==> config.mk <==
export PLATFORM = sky130hd
export DESIGN_NAME = ebus_diag_sequencer
export DESIGN_NICKNAME = d
export VERILOG_FILES = /design/src/rtl/ebus_diag_pkg.sv /design/src/rtl/ebus_diag_pick.sv /design/src/rtl/ebus_diag_sequencer.sv
export SDC_FILE = /design/constraint.sdc
export NUM_CORES = 1
export LEC_CHECK = 0
export CORE_UTILIZATION = 30
export DETAILED_ROUTE_END_ITERATION = 12
export GPL_TIMING_DRIVEN = 0
export HOLD_SLACK_MARGIN = 0.12
export PLACE_DENSITY_LB_ADDON = 0.05
export SLEW_MARGIN = 5
export SYNTH_ARGS = -nofsm -noshare
export SYNTH_HDL_FRONTEND = slang
export SYNTH_SLANG_ARGS = --single-unit
export TNS_END_PERCENT = 10
==> constraint.sdc <==
create_clock -name clk -period 3 [get_ports clk]
set_clock_uncertainty 0.1 [all_clocks]
set_input_delay 0.45 -clock clk [delete_from_list [all_inputs] [get_ports clk]]
set_output_delay 0.45 -clock clk [all_outputs]
set_load 0.01 [all_outputs]
==> src/rtl/ebus_diag_pkg.sv <==
// Shared types and widths for the EBUS diagnostic sequencer.
package ebus_diag_pkg;

  localparam int EBUS_W = 36;
  localparam int DS_W   = 7;

  typedef enum logic [1:0] {
    FUNC    = 2'd0,
    READ    = 2'd1,
    WRITE   = 2'd2,
    RELEASE = 2'd3
  } tDiagReqType;

  typedef enum logic [2:0] {
    IDLE,
    SETUP,
    STROBE,
    SAMPLE,
    ACK
  } tSeqState;

  function automatic logic [1:0] one_hot(input logic idx);
    return idx ? 2'b10 : 2'b01;
  endfunction

endpackage

==> src/rtl/ebus_diag_pick.sv <==
// Two-way grant picker. Fixed priority (requester 0) by default;
// round-robin on ties when EBUS_DIAG_RR_EN is defined.
module ebus_diag_pick (
  input  logic [1:0] eligible,
  input  logic       ptr,
  output logic       grant
);

`ifdef EBUS_DIAG_RR_EN
  // ptr is the requester granted last; on a tie the other one wins
  assign grant = (eligible == 2'b11) ? ~ptr : ~eligible[0];
`else
  logic unused_ptr;
  assign unused_ptr = ptr;
  assign grant      = ~eligible[0];
`endif

endmodule

==> src/rtl/ebus_diag_sequencer.sv <==
// Arbitrates two requesters onto the EBUS diagnostic path and sequences
// FUNC/READ/WRITE/RELEASE with fixed strobe and sample timing. Macro: EBUS_DIAG_RR_EN.
module ebus_diag_sequencer
  import ebus_diag_pkg::*;
#(
  parameter int STROBE_CYCLES = 2,
  parameter int SAMPLE_DELAY  = 1,
  parameter int CNT_W         = 4
) (
  input  logic              clk,
  input  logic              CROBAR,
  input  logic [1:0]        req,
  input  logic [1:0]        reqType0,
  input  logic [1:0]        reqType1,
  input  logic [DS_W-1:0]   reqDs0,
  input  logic [DS_W-1:0]   reqDs1,
  input  logic [EBUS_W-1:0] reqData0,
  input  logic [EBUS_W-1:0] reqData1,
  output logic [1:0]        ack,
  output logic [EBUS_W-1:0] rdata,
  output logic [DS_W-1:0]   ebusDs,
  output logic              ebusDiagStrobe,
  output logic              ebusDriving,
  output logic [EBUS_W-1:0] ebusDataOut,
  input  logic [EBUS_W-1:0] ebusDataIn,
  output logic              locked,
  output logic              owner
);

  localparam int S_EFF = (STROBE_CYCLES < 1) ? 1 : STROBE_CYCLES;
  localparam int D_EFF = (SAMPLE_DELAY < 1) ? 1 : SAMPLE_DELAY;
  localparam logic [CNT_W-1:0] S_LOAD = CNT_W'(S_EFF - 1);
  localparam logic [CNT_W-1:0] D_LOAD = CNT_W'(D_EFF - 1);

  tSeqState          state_reg, state_next;
  logic [CNT_W-1:0]  cnt_reg, cnt_next;
  tDiagReqType       type_reg, type_next;
  logic              grant_reg, grant_next;
  logic [DS_W-1:0]   ds_reg, ds_next;
  logic              strobe_reg, strobe_next;
  logic              driving_reg, driving_next;
  logic [EBUS_W-1:0] data_out_reg, data_out_next;
  logic              locked_reg, locked_next;
  logic              owner_reg, owner_next;
  logic [EBUS_W-1:0] rdata_reg, rdata_next;
  logic [1:0]        ack_reg, ack_next;

  logic [1:0]        eligible;
  logic              ptr;
  logic              pick;
  tDiagReqType       sel_type;
  logic [EBUS_W-1:0] sel_data;

  // While locked only the lock holder may be served
  assign eligible = req & (locked_reg ? one_hot(owner_reg) : 2'b11);
  assign sel_type = tDiagReqType'(pick ? reqType1 : reqType0);
  assign sel_data = pick ? reqData1 : reqData0;

  ebus_diag_pick u_pick (
    .eligible (eligible),
    .ptr      (ptr),
    .grant    (pick)
  );

`ifdef EBUS_DIAG_RR_EN
  logic ptr_reg;
  always_ff @(posedge clk or posedge CROBAR) begin
    if (CROBAR) begin
      ptr_reg <= 1'b1;
    end else if (state_reg == IDLE && eligible != 2'b00) begin
      ptr_reg <= pick;
    end
  end
  assign ptr = ptr_reg;
`else
  assign ptr = 1'b1;
`endif

  // Bus-facing outputs are loaded on the grant edge so ds is valid during SETUP
  always_comb begin
    state_next    = state_reg;
    cnt_next      = cnt_reg;
    type_next     = type_reg;
    grant_next    = grant_reg;
    ds_next       = ds_reg;
    strobe_next   = strobe_reg;
    driving_next  = driving_reg;
    data_out_next = data_out_reg;
    locked_next   = locked_reg;
    owner_next    = owner_reg;
    rdata_next    = rdata_reg;
    ack_next      = 2'b00;
    case (state_reg)
      IDLE: begin
        if (eligible != 2'b00) begin
          grant_next = pick;
          type_next  = sel_type;
          ds_next    = pick ? reqDs1 : reqDs0;
          state_next = SETUP;
          if (sel_type == WRITE) begin
            driving_next  = 1'b1;
            data_out_next = sel_data;
            locked_next   = 1'b1;
            owner_next    = pick;
          end else if (sel_type == RELEASE) begin
            driving_next  = 1'b0;
            data_out_next = '0;
            locked_next   = 1'b0;
          end
        end
      end
      SETUP: begin
        case (type_reg)
          FUNC, WRITE: begin
            strobe_next = 1'b1;
            cnt_next    = S_LOAD;
            state_next  = STROBE;
          end
          READ: begin
            cnt_next   = D_LOAD;
            state_next = SAMPLE;
          end
          default: begin
            ack_next   = one_hot(grant_reg);
            state_next = ACK;
          end
        endcase
      end
      STROBE: begin
        if (cnt_reg == '0) begin
          strobe_next = 1'b0;
          ack_next    = one_hot(grant_reg);
          state_next  = ACK;
        end else begin
          cnt_next = cnt_reg - CNT_W'(1);
        end
      end
      SAMPLE: begin
        if (cnt_reg == '0) begin
          rdata_next = ebusDataIn;
          ack_next   = one_hot(grant_reg);
          state_next = ACK;
        end else begin
          cnt_next = cnt_reg - CNT_W'(1);
        end
      end
      ACK:     state_next = IDLE;
      default: state_next = IDLE;
    endcase
  end

  always_ff @(posedge clk or posedge CROBAR) begin
    if (CROBAR) begin
      state_reg    <= IDLE;
      cnt_reg      <= '0;
      type_reg     <= FUNC;
      grant_reg    <= 1'b0;
      ds_reg       <= '0;
      strobe_reg   <= 1'b0;
      driving_reg  <= 1'b0;
      data_out_reg <= '0;
      locked_reg   <= 1'b0;
      owner_reg    <= 1'b0;
      rdata_reg    <= '0;
      ack_reg      <= 2'b00;
    end else begin
      state_reg    <= state_next;
      cnt_reg      <= cnt_next;
      type_reg     <= type_next;
      grant_reg    <= grant_next;
      ds_reg       <= ds_next;
      strobe_reg   <= strobe_next;
      driving_reg  <= driving_next;
      data_out_reg <= data_out_next;
      locked_reg   <= locked_next;
      owner_reg    <= owner_next;
      rdata_reg    <= rdata_next;
      ack_reg      <= ack_next;
    end
  end

  assign ack            = ack_reg;
  assign rdata          = rdata_reg;
  assign ebusDs         = ds_reg;
  assign ebusDiagStrobe = strobe_reg;
  assign ebusDriving    = driving_reg;
  assign ebusDataOut    = data_out_reg;
  assign locked         = locked_reg;
  assign owner          = owner_reg;

endmodule
# Yosys cells after proc, flatten, opt, wreduce, memory -nomap -nowiden
# Cells that the tools add are included.
# word_totals
memories	0
mem_bits_ro	0
ff_bits	94
ramBits	0
latch_bits	0
# classes
reduce_logical	17
add_sub_neg	1
n_eq_ne	13
bitwise	2
order_cmp	0
div_mod_pow	0
n_mul	0
n_shift	0
muxes	23
# ops
cell	count
36-bit 2-to-1 mux	3
4-bit one-hot mux with 2 select lines	2
2-bit 2-to-1 mux	6
3-bit AND reduction	4
3-bit one-hot mux with 3 select lines	1
2-bit != test (second input constant)	4
2-bit nonzero test	4
7-bit 2-to-1 mux	1
2-bit equality test (second input constant)	3
3-bit by 2-bit equality test with 1-bit output (second input constant)	2
3-bit 2-to-1 mux	2
3-bit one-hot mux with 2 select lines	1
2-bit AND reduction	3
4-bit zero test	1
1-bit 2-to-1 mux	4
4-bit 2-to-1 mux	1
2-bit one-hot mux with 2 select lines	1
2-bit OR reduction	2
4-bit by 1-bit subtractor with 4-bit output (second input constant)	1
3-bit by 1-bit equality test with 1-bit output (second input constant)	1
3-bit zero test	1
3-bit != test (second input constant)	1
3-bit OR reduction	1
2-bit AND	1
other kinds (5)	5

# Longest topological paths before layout
# Gate-level depths: netlist of run 1.
# depth
depth_word	7
ltp_mapped	7

# By module
# Synthesis of run 1 repeated with hierarchy kept, for this count alone.
# hier_totals
hier_cells	335
area_unflattened_um2	4286.6
# by_module_without_submodules
mod	instances	area_each_um2	cells_each	seq_area_each_um2
ebus_diag_sequencer	1	4282.9	334	2352.3
ebus_diag_pick	1	3.8	1	0.0

# Worst setup path before layout of run 1
# OpenSTA, ideal clock, no wires.
# synth_path
path_type	register to register
from	reg cnt_reg[0]
to	reg rdata_reg[0] (netlist: rdata[0])
setup_ns	0.125
period_less_slack_ns	2.039
setup_slack_ns	0.961
required_ns	2.775
path_stages_with_launch	8
arrival_time_ns	1.814
cell_sequence	dfrtp_1 > inv_1 > ha_1 > nor3b_2 > and3_1 > buf_2 > buf_2 > mux2_2
# synth_between
elab_chain_len	2
# synth_rtl
element	line	rtl
start, declared	ebus_diag_sequencer.sv:36	logic [CNT_W-1:0] cnt_reg, cnt_next;
start signal, assigned	ebus_diag_sequencer.sv:168	cnt_reg <= cnt_next;
4-bit zero test	ebus_diag_sequencer.sv:139	if (cnt_reg == '0) begin
2-bit AND reduction (no line)	n/a	
end signal, assigned	ebus_diag_sequencer.sv:177	rdata_reg <= rdata_next;
end, declared	ebus_diag_sequencer.sv:45	logic [EBUS_W-1:0] rdata_reg, rdata_next;
# Every way passes these cells.
# A chain may end at the register's enable or synchronous reset.

# Worst setup path after layout of run 1
# layout_path
from	in req[0]
to	reg data_out_reg[17] (netlist: ebusDataOut[17])
# layout_between
elab_chain_len	5
word_cells_on_any_way	9
cone_classes	2 x eq/ne; 3 x mux; 1 x bitwise; 3 x reduce/logical
# layout_rtl
element	line	rtl
start, declared	ebus_diag_sequencer.sv:12	input logic [1:0] req,
2-bit AND *	ebus_diag_sequencer.sv:55	assign eligible = req & (locked_reg ? one_hot(owner_reg) : 2'b11);
2-bit 2-to-1 mux	ebus_diag_sequencer.sv:56	assign sel_type = tDiagReqType'(pick ? reqType1 : reqType0);
2-bit equality test (on tied branches)	ebus_diag_sequencer.sv:100, ebus_diag_sequencer.sv:105	
2-bit nonzero test (no line)	n/a	
3-bit AND reduction (no line)	n/a	
end signal, assigned	ebus_diag_sequencer.sv:174	data_out_reg <= data_out_next;
end, declared	ebus_diag_sequencer.sv:42	logic [EBUS_W-1:0] data_out_reg, data_out_next;
# Mark *: on every way between the ends. The rest lies on a longest branch, timed or not.

==> results.yml, run 1 <==
yosys:
  ys_seq_elements: 94
  synthArstFlopShare: 1.00
  syn_inst: 385
  ys_seq_area_frac: 0.527
  synthFlopType: "dfrtp_1"
  syn_nets: 517
  synth_warnings: 0
  syn_avg_cell_area_um2: 11.6
  synth-edff-count: 0
  syn_area_mm2: 0.00446
  synth_cell_types: 38
setup_path:
  critical_path_class: "in -> reg"
  required_ns: 3.13
  cp_max_fo: 10
  crit_path_end_kind: "flop"
  cp.arrival_ns: 2.63
  start_kind: "primary input"
sta:
  slew_headroom: 0.630
  fmax_ghz: 0.399
  tightest_slew_ns: 0.555
  tns_ns: 0
  grt_setup_unrepaired: "false"
  finalWorstSetupSlack_ns: 0.493
  min_period_over_period: 0.836
  setup_viol: 0
  slew_viol_final: 0
  hold_violations: 0
  period_needed_ns: 2.51
routing:
  first_iter_violations: 109
  post-route-drc-count: 0
  avgViaCountPerCell: 4.59
  drt-wirelength-per-cell_um: 15.8
  dr.pass1.iters: 4
  wl_um: 12600
  dr_total_vias: 3668
  detail-route-antenna-nets: 0
global_routing:
  grt_max_degree: 58
  use_met3: 0.0380
  grt_overflow: 0
  antenna_found_initial: 0
  grt_pass1_vias: 3734
  met2_usage: 0.280
  grt_pass1_wl_um: 19400
  track_usage: 0.167
  met1_usage: 0.213
  grt_busiest_layer: "met2"
clock_network:
  clock_path_buffers: 2
  cts_post_setup_buffers_inserted: 0
  clock_latency_ns: 0.34
  cts_root_buf: "clkbuf_16"
  holdBufCountCts: 0
  cts_inserted_buffers: 9
  cts_num_sinks: 94
  clk_pin_slew_ns: 0.07
  htreeDepth: 3
  cts_resized: 0
  tritoncts: "done"
cells_and_area:
  fillCellCount: 1343
  antenna_cells: 0
  multiInputGateArea_mm2: 0.00190
  drive_gt1_frac: 0.188
  fin_area_mm2: 0.00715
  area.growth.synth_to_final_pct: 60.2
  regArea_mm2: 0.00235
  stdcell_count: 800
  nets: 743
power:
  max-vdd-ir-drop_uv: 426
  power_leakage_uw: 0.00308
  power_density_mw_per_mm2: 939
floorplanning:
  die_area_mm2: 0.0154
  die_x_um: 124
  rows: 44
  initial_core_util: 0.307
  die_h_um: 124
  io_pins: 215
  placeableCoreArea_mm2: 0.0145
placed_design:
  place_area_mm2: 0.00687
  io_buffers: 214
  gp_congestion: 0.741
  dp.cells: 784
  place_hpwl_um: 9480
  dp_slack_ns: 0.145
run:
  cap_violations: 0
outcome:
  status: "completed"
hold_path:
  worstHoldPathType: "reg -> reg"
## power by group
part	internal [uW]	total, uW	switching, uW
Combinational	2030	3360	1330
Sequential	1890	2250	364
Clock	574	1100	528
Total	4490	6710	2220
## cell usage in the layout (no fill, tap or decap), types with 2 or more instances in the layout
cell and instances:
buf_12 3, mux2_4 31, mux2_2 45, ha_1 2, inv_6 2, clkbuf_1 7
a21oi_1 40, nor2_1 9, o21ai_0 6, clkinvlp_4 2, a31oi_1 8, nand2b_1 4
nor2b_1 3, mux2i_1 5, inv_1 3, nand2_1 90, buf_2 10, clkbuf_16 9
dfrtp_1 94, buf_6 3, clkdlybuf4s50_1 214
## worst max-delay path, cell delays in order
cell and delay (ns):
clkdlybuf4s50_1 0.57, a21boi_2 0.50, mux2_4 0.37, and2_4 0.14
buf_8 0.14, buf_12 0.15, mux2_4 0.30
## cells by family (layout without fill, tap and decap cells)
group,after synthesis,after routing,synth area share
DFF,94,94,0.527
and+or+nand+nor,115,115,0.108
buffers and inverters,29,260,0.0465
muxes,81,81,0.229
adders and majority gates,2,2,0.00561
AOI/OAI and AO/OA,64,64,0.0833
## cells in the mapped netlist, types with 2 or more instances
master    number  area share
dfrtp_1       94        0.53
nand2_1       90       0.076
mux2_2        45        0.11
a21oi_1       40       0.045
mux2_4        31        0.10
buf_2         10       0.011
nor2_1         9      0.0076
a31oi_1        8       0.011
clkbuf_1       7      0.0059
o21ai_0        6      0.0067
mux2i_1        5       0.011
inv_1          4      0.0034
nand2b_1       4      0.0056
buf_12         3       0.013
buf_6          3      0.0076
nor2b_1        3      0.0042
ha_1           2      0.0056
## metrics by stage
step           utilization  power, uW  hold WS (ns)
6_report             0.492       6710         0.366
3_3_place_gp         0.470       5620         0.346
3_5_place_dp         0.472       5680         0.359
5_1_grt              0.492       7190         0.401
4_1_cts              0.492       6820         0.369
2_1_floorplan            -       3980         0.317
## per-layer routing
layer | vias up | wire length (um)
li1 | 1775 | -
met1 | 1772 | 5520
met2 | 108 | 6210
met3 | 13 | 705
met4 | 0 | 180
met5 | - | 0
## path summary, 6_finish.rpt
path                       startpoint  slack [ns]  depth (start not counted)         endpoint
max reg2reg                cnt_reg[0]        0.62                          7         rdata[9]
min reg2reg                 grant_reg        0.37                          1           ack[0]
max in group asynchronous      CROBAR        1.75                          3  ebusDataOut[26]
min                         grant_reg        0.37                          1           ack[0]
min in group asynchronous      CROBAR        0.39                          2        rdata[15]
max                            req[0]        0.49                          7  ebusDataOut[17]
## cell type report
class | count | share of cell area
plain buffers | 25 | 0.0270
well taps | 184 | 0.0322
repair buffers | 215 | 0.304
flip-flops and latches | 94 | 0.329
inverters | 4 | 0.00245
multi-input cells | 262 | 0.266
clock buffers | 9 | 0.0315
clock inverters | 7 | 0.00805
(Power assumes the default switching activity.)
==> run 2, diff against run 1 <==
==> constraint.sdc (replaced) <==
create_clock -name clk -period 2.5 [get_ports clk]
set_clock_uncertainty 0.1 [all_clocks]
set_input_delay 0.375 -clock clk [delete_from_list [all_inputs] [get_ports clk]]
set_output_delay 0.375 -clock clk [all_outputs]
set_load 0.01 [all_outputs]
==> run 2 against run 1 <==
  * Die area did not move
  * First-iteration DRC count fell by 12%
  * Count of clock-buffer cells in the layout rose by 2
  * Combinational power rose by 20%
  * Clock power rose by 31%
  * Wire length rose by 1.5%
==> results.yml, run 2 (synthesis gave the netlist of run 1 again) <==
routing:
  wl_met2_um: 6280
  dr_total_vias: 3628
  avgViaCountPerCell: 4.53
  dr_wl_met3_um: 768
  post-route-drc-count: 0
  drt-wirelength-per-cell_um: 16.0
  routed.top_layer: "met4"
  wl_um: 12800
  drt-met1-wl_um: 5600
  detail-route-antenna-nets: 0
  first_iter_violations: 96
  dr.pass1.iters: 4
sta:
  slew_headroom: 0.546
  setup_viol: 0
  slew_viol_final: 0
  finalWorstSetupSlack_ns: 0.181
  tightest_slew_ns: 0.680
  period_needed_ns: 2.32
  hold_violations: 0
  hold_ws_ns: 0.358
  min_period_over_period: 0.928
  tns_ns: 0
  grt_setup_unrepaired: "false"
  fmax_ghz: 0.431
placed_design:
  gp_congestion: 0.743
  place_hpwl_um: 9530
  io_buffers: 214
  place_area_mm2: 0.00688
  dp_slack_ns: -0.291
global_routing:
  grt_overflow: 0
  grt_max_degree: 36
  antenna_found_initial: 0
  grt_pass1_wl_um: 19000
  track_usage: 0.168
  grt_pass1_vias: 3565
floorplanning:
  rows: 44
  die_x_um: 124
  die_area_mm2: 0.0154
  io_pins: 215
  placeableCoreArea_mm2: 0.0145
  die_h_um: 124
  initial_core_util: 0.307
power:
  switching_share: 0.323
  max-vdd-ir-drop_uv: 524
  power_leakage_uw: 0.00311
  p_int_uw: 5540
  p_switching_uw: 2650
  p_clk_frac: 0.175
  power_density_mw_per_mm2: 1140
  pwr-share-comb: 0.493
  p_seq_frac: 0.332
cells_and_area:
  fillCellCount: 1341
  antenna_cells: 0
  layout_commonest_cell: "clkdlybuf4s50_1"
  nets: 744
  layout_common_cells: "clkdlybuf4s50_1, dfrtp_1, nand2_1"
  area.growth.synth_to_final_pct: 61.4
  drive_gt1_frac: 0.190
  fin_area_mm2: 0.00720
clock_network:
  clk_pin_slew_ns: 0.07
  cts_root_buf: "clkbuf_16"
  htreeDepth: 3
  clock_latency_ns: 0.35
  cts_post_setup_buffers_inserted: 0
  cts_num_sinks: 94
  clock_path_buffers: 2
  tritoncts: "done"
  cts_inserted_buffers: 9
setup_path:
  required_ns: 2.63
  crit_path_end_kind: "flop"
  r2r_slack_ns: 0.20
  ff2ff_path_depth: 7
  cp_max_fo: 10
  rr_endpoint: "rdata[23]"
  critical_path_class: "in -> reg"
  rr_startpoint: "cnt_reg[0]"
  start_kind: "primary input"
  cp.arrival_ns: 2.45
hold_path:
  worstHoldPathType: "reg -> reg"
  whs_path_depth: 1
  hold-path-endpoint: "ack[0]"
  hp-start: "grant_reg"
run:
  cap_violations: 0
outcome:
  status: "completed"
[run 2: area by class of cell]
class,instances,area [um^2],share of cell area
flip-flops and latches,94,2350,0.327
repair buffers,216,2180,0.303
inverters,4,18.8,0.00261
well taps,184,230,0.0320
plain buffers,25,193,0.0268
clock inverters,5,57.6,0.00799
multi-input cells,262,1920,0.266
clock buffers,11,253,0.0351
[run 2: worst max-delay path by stage]
stage / end / startpoint / cells past startpoint / slack, ns
final: ebusDataOut[2] / req[0] / 7 / 0.18
after global placement: ebusDataOut[1] / req[0] / 7 / -0.29
after CTS: rdata[17] / cnt_reg[0] / 7 / 0.09
after global routing: rdata[11] / cnt_reg[0] / 7 / 0.04
after floorplan: rdata[0] / cnt_reg[0] / 7 / 0.46
after detailed placement: ebusDataOut[17] / req[0] / 7 / -0.29
[run 2: routing by layer]
layer  up-vias  GRT usage
met2       105      0.274
met4         0     0.0484
met1      1744      0.214
met5         -          0
li1       1766          -
met3        13     0.0531
[run 2: timing repair]
action                     in CTS  in global routing
setup endpoints to repair       0                 58
gates resized for setup         0                  2
hold buffers                    0                  0
[run 2: power groups by stage]
| stage | Sequential [uW] | Combinational (uW) | Clock, uW |
|---|---|---|---|
| 2_1_floorplan | 3000 | 1780 | 0 |
| 3_3_place_gp | 2700 | 4040 | 0 |
| 3_5_place_dp | 2740 | 4080 | 0 |
| 4_1_cts | 2720 | 4100 | 1480 |
| 5_1_grt | 2830 | 4390 | 1550 |
| 6_report | 2720 | 4030 | 1440 |
[run 2: through the flow]
stage | utilization | power, uW | instances
floorplan | - | 4780 | 385
global route | 0.496 | 8770 | 801
detailed placement | 0.473 | 6820 | 785
CTS | 0.495 | 8300 | 801
global placement | 0.471 | 6750 | 783
finish | 0.496 | 8190 | 801
[run 2: worst max-delay path, cell delays in order]
cell,delay [ns]
clkdlybuf4s50_1,0.59
a21boi_4,0.38
mux2_4,0.35
and2_4,0.15
buf_8,0.15
buf_12,0.15
mux2_4,0.30
==> run 3, diff against run 2 <==
--- a/config.mk
+++ b/config.mk
@@ -9,7 +9,7 @@
 export DETAILED_ROUTE_END_ITERATION = 12
 export GPL_TIMING_DRIVEN = 0
 export HOLD_SLACK_MARGIN = 0.12
-export PLACE_DENSITY_LB_ADDON = 0.05
+export PLACE_DENSITY = 0.7
 export SLEW_MARGIN = 5
 export SYNTH_ARGS = -nofsm -noshare
 export SYNTH_HDL_FRONTEND = slang
==> constraint.sdc (replaced) <==
create_clock -name clk -period 2.5 [get_ports clk]
set_clock_uncertainty 0.1 [all_clocks]
set_input_delay 0.375 -clock clk [delete_from_list [all_inputs] [get_ports clk]]
set_output_delay 0.375 -clock clk [all_outputs]
set_load 0.02 [all_outputs]
==> run 3 against run 2 <==
  * Power rose by 5.0%
  * Global-route usage shrank 0.79 points
  * Setup slack got worse by 0.0022 ns
  * Utilization down 0.16 points
  * Sequential cell count is the same
  * Sequential power hardly changed
  * Wire length decreased by 3.5%
  * Combinational power grew 14%
  * Worst hold slack worse by 0.067 ns
  * Via count increased by 1.5%
==> results.yml, run 3 (synthesis gave the netlist of run 1 again) <==
cells_and_area:
  layout_common_cells: "clkdlybuf4s50_1, dfrtp_1, nand2_1"
  layout_commonest_cell: "clkdlybuf4s50_1"
  nets: 744
  fillCellCount: 1326
  antenna_cells: 0
  drive_gt1_frac: 0.190
  fin_area_mm2: 0.00718
  area.growth.synth_to_final_pct: 60.9
power:
  power_leakage_uw: 0.00309
  power_density_mw_per_mm2: 1200
  max-vdd-ir-drop_uv: 486
  power_uw: 8600
setup_path:
  crit_path_end_kind: "flop"
  start_kind: "primary input"
  required_ns: 2.61
  r2r_slack_ns: 0.18
  crit_chain: "clkdlybuf4s50_1, a21boi_4, mux2_4, and2_4, buf_8, buf_12, mux2_4"
  cp.arrival_ns: 2.43
  rr_endpoint: "rdata[16]"
  cp.buffers_inverters: 3
  cpMostUsedCell: "mux2_4"
  crit_path_top_delay_cell: "clkdlybuf4s50_1"
  critical_path_class: "in -> reg"
  rr_startpoint: "cnt_reg[0]"
  cpLargestDelayFamily: "buffers and inverters"
  ff2ff_path_depth: 7
  cp_slowest_stage_delay_ns: 0.59
  cp_max_fo: 10
global_routing:
  grt_busiest_layer: "met2"
  grt_pass1_vias: 3757
  antenna_found_initial: 0
  met1_usage: 0.193
  grt_max_degree: 41
  use_met3: 0.0243
  grt_overflow: 0
  grt_pass1_wl_um: 18700
  met2_usage: 0.289
  track_usage: 0.161
sta:
  slew_viol_final: 0
  hold_violations: 0
  hold_ws_ns: 0.291
  slew_headroom: 0.592
  tightest_slew_ns: 0.612
  min_period_over_period: 0.928
  fmax_ghz: 0.431
  tns_ns: 0
  setup_viol: 0
  period_needed_ns: 2.32
clock_network:
  clock_latency_ns: 0.33
  cts_root_buf: "clkbuf_16"
  htreeDepth: 3
  cts_num_sinks: 94
  cts_inserted_buffers: 9
  clk_pin_slew_ns: 0.06
  tritoncts: "done"
  holdBufCountCts: 0
  clock_path_buffers: 2
routing:
  dr_total_vias: 3683
  detail-route-antenna-nets: 0
  wl_um: 12400
  drt-wirelength-per-cell_um: 15.4
  first_iter_violations: 94
  post-route-drc-count: 0
  avgViaCountPerCell: 4.60
  dr.pass1.iters: 5
floorplanning:
  die_h_um: 124
  die_x_um: 124
  io_pins: 215
  placeableCoreArea_mm2: 0.0145
  die_area_mm2: 0.0154
  initial_core_util: 0.307
  rows: 44
placed_design:
  io_buffers: 214
  gp_congestion: 0.800
  place_area_mm2: 0.00688
  place_hpwl_um: 9670
hold_path:
  worstHoldPathType: "in -> async"
run:
  cap_violations: 0
outcome:
  status: "completed"
## run 3: changes by cell type in the layout (fill, tap and decap cells not counted)
| cell | previous run | this run |
|---|---|---|
| buf_2 | 10 | 9 |
| bufinv_16 | 1 | 0 |
| clkbuf_4 | 0 | 1 |
| clkinv_2 | 2 | 3 |
| clkinv_4 | 2 | 0 |
| clkinvlp_4 | 1 | 2 |
| inv_6 | 0 | 1 |
## run 3: worst reg2reg max path, stage by stage (launching register included)
cell and delay, ns:
dfrtp_1 0.42, inv_1 0.13, ha_1 0.16, nor3b_4 0.31, and3_1 0.20, buf_2 0.22, buf_2 0.29, mux2_2 0.37
## run 3: final cells by class
class	count	area, um^2	share of cell area
well taps	184	230	0.0321
inverters	4	18.8	0.00261
multi-input cells	262	1920	0.267
clock inverters	5	31.3	0.00436
flip-flops and latches	94	2350	0.328
plain buffers	25	195	0.0272
clock buffers	11	253	0.0352
repair buffers	216	2180	0.304
## run 3: worst max path at each step
stage	from	endpoint	slack (ns)	cells past startpoint
6_report	req[0]	ebusDataOut[19]	0.18	7
5_1_grt	cnt_reg[0]	rdata[13]	-0.000007	7
4_1_cts	req[0]	ebusDataOut[19]	0.06	7
3_5_place_dp	req[0]	ebusDataOut[25]	-0.29	7
3_3_place_gp	req[0]	ebusDataOut[5]	-0.28	7
2_1_floorplan	locked	ebusDataOut[10]	0.45	6
## run 3: layer usage
layer,up-vias,wire length [um]
li1,1772,-
met1,1808,5020
met2,93,6650
met3,10,548
met4,0,145
met5,-,0
## run 3: per-stage QoR
stage               utilization  std cells  setup WS, ns
global route              0.494        801   -0.00000733
floorplan                     -        385         0.446
CTS                       0.493        801        0.0644
detailed placement        0.473        785        -0.292
global placement          0.471        783        -0.285
finish                    0.494        801         0.179
## run 3: where the power goes
part           switching, uW  leakage [uW]  internal (uW)
Combinational           2120       0.00177           2450
Sequential               472       0.00118           2270
Clock                    558      0.000142            726
## run 3: what timing repair did
| item | 4_1_cts | 5_1_grt |
|---|---|---|
| endpoints found under the hold margin | 0 | 0 |
| setup buffers | 0 | 0 |
| resized for setup | 0 | 3 |
| setup endpoints to repair | 0 | 43 |
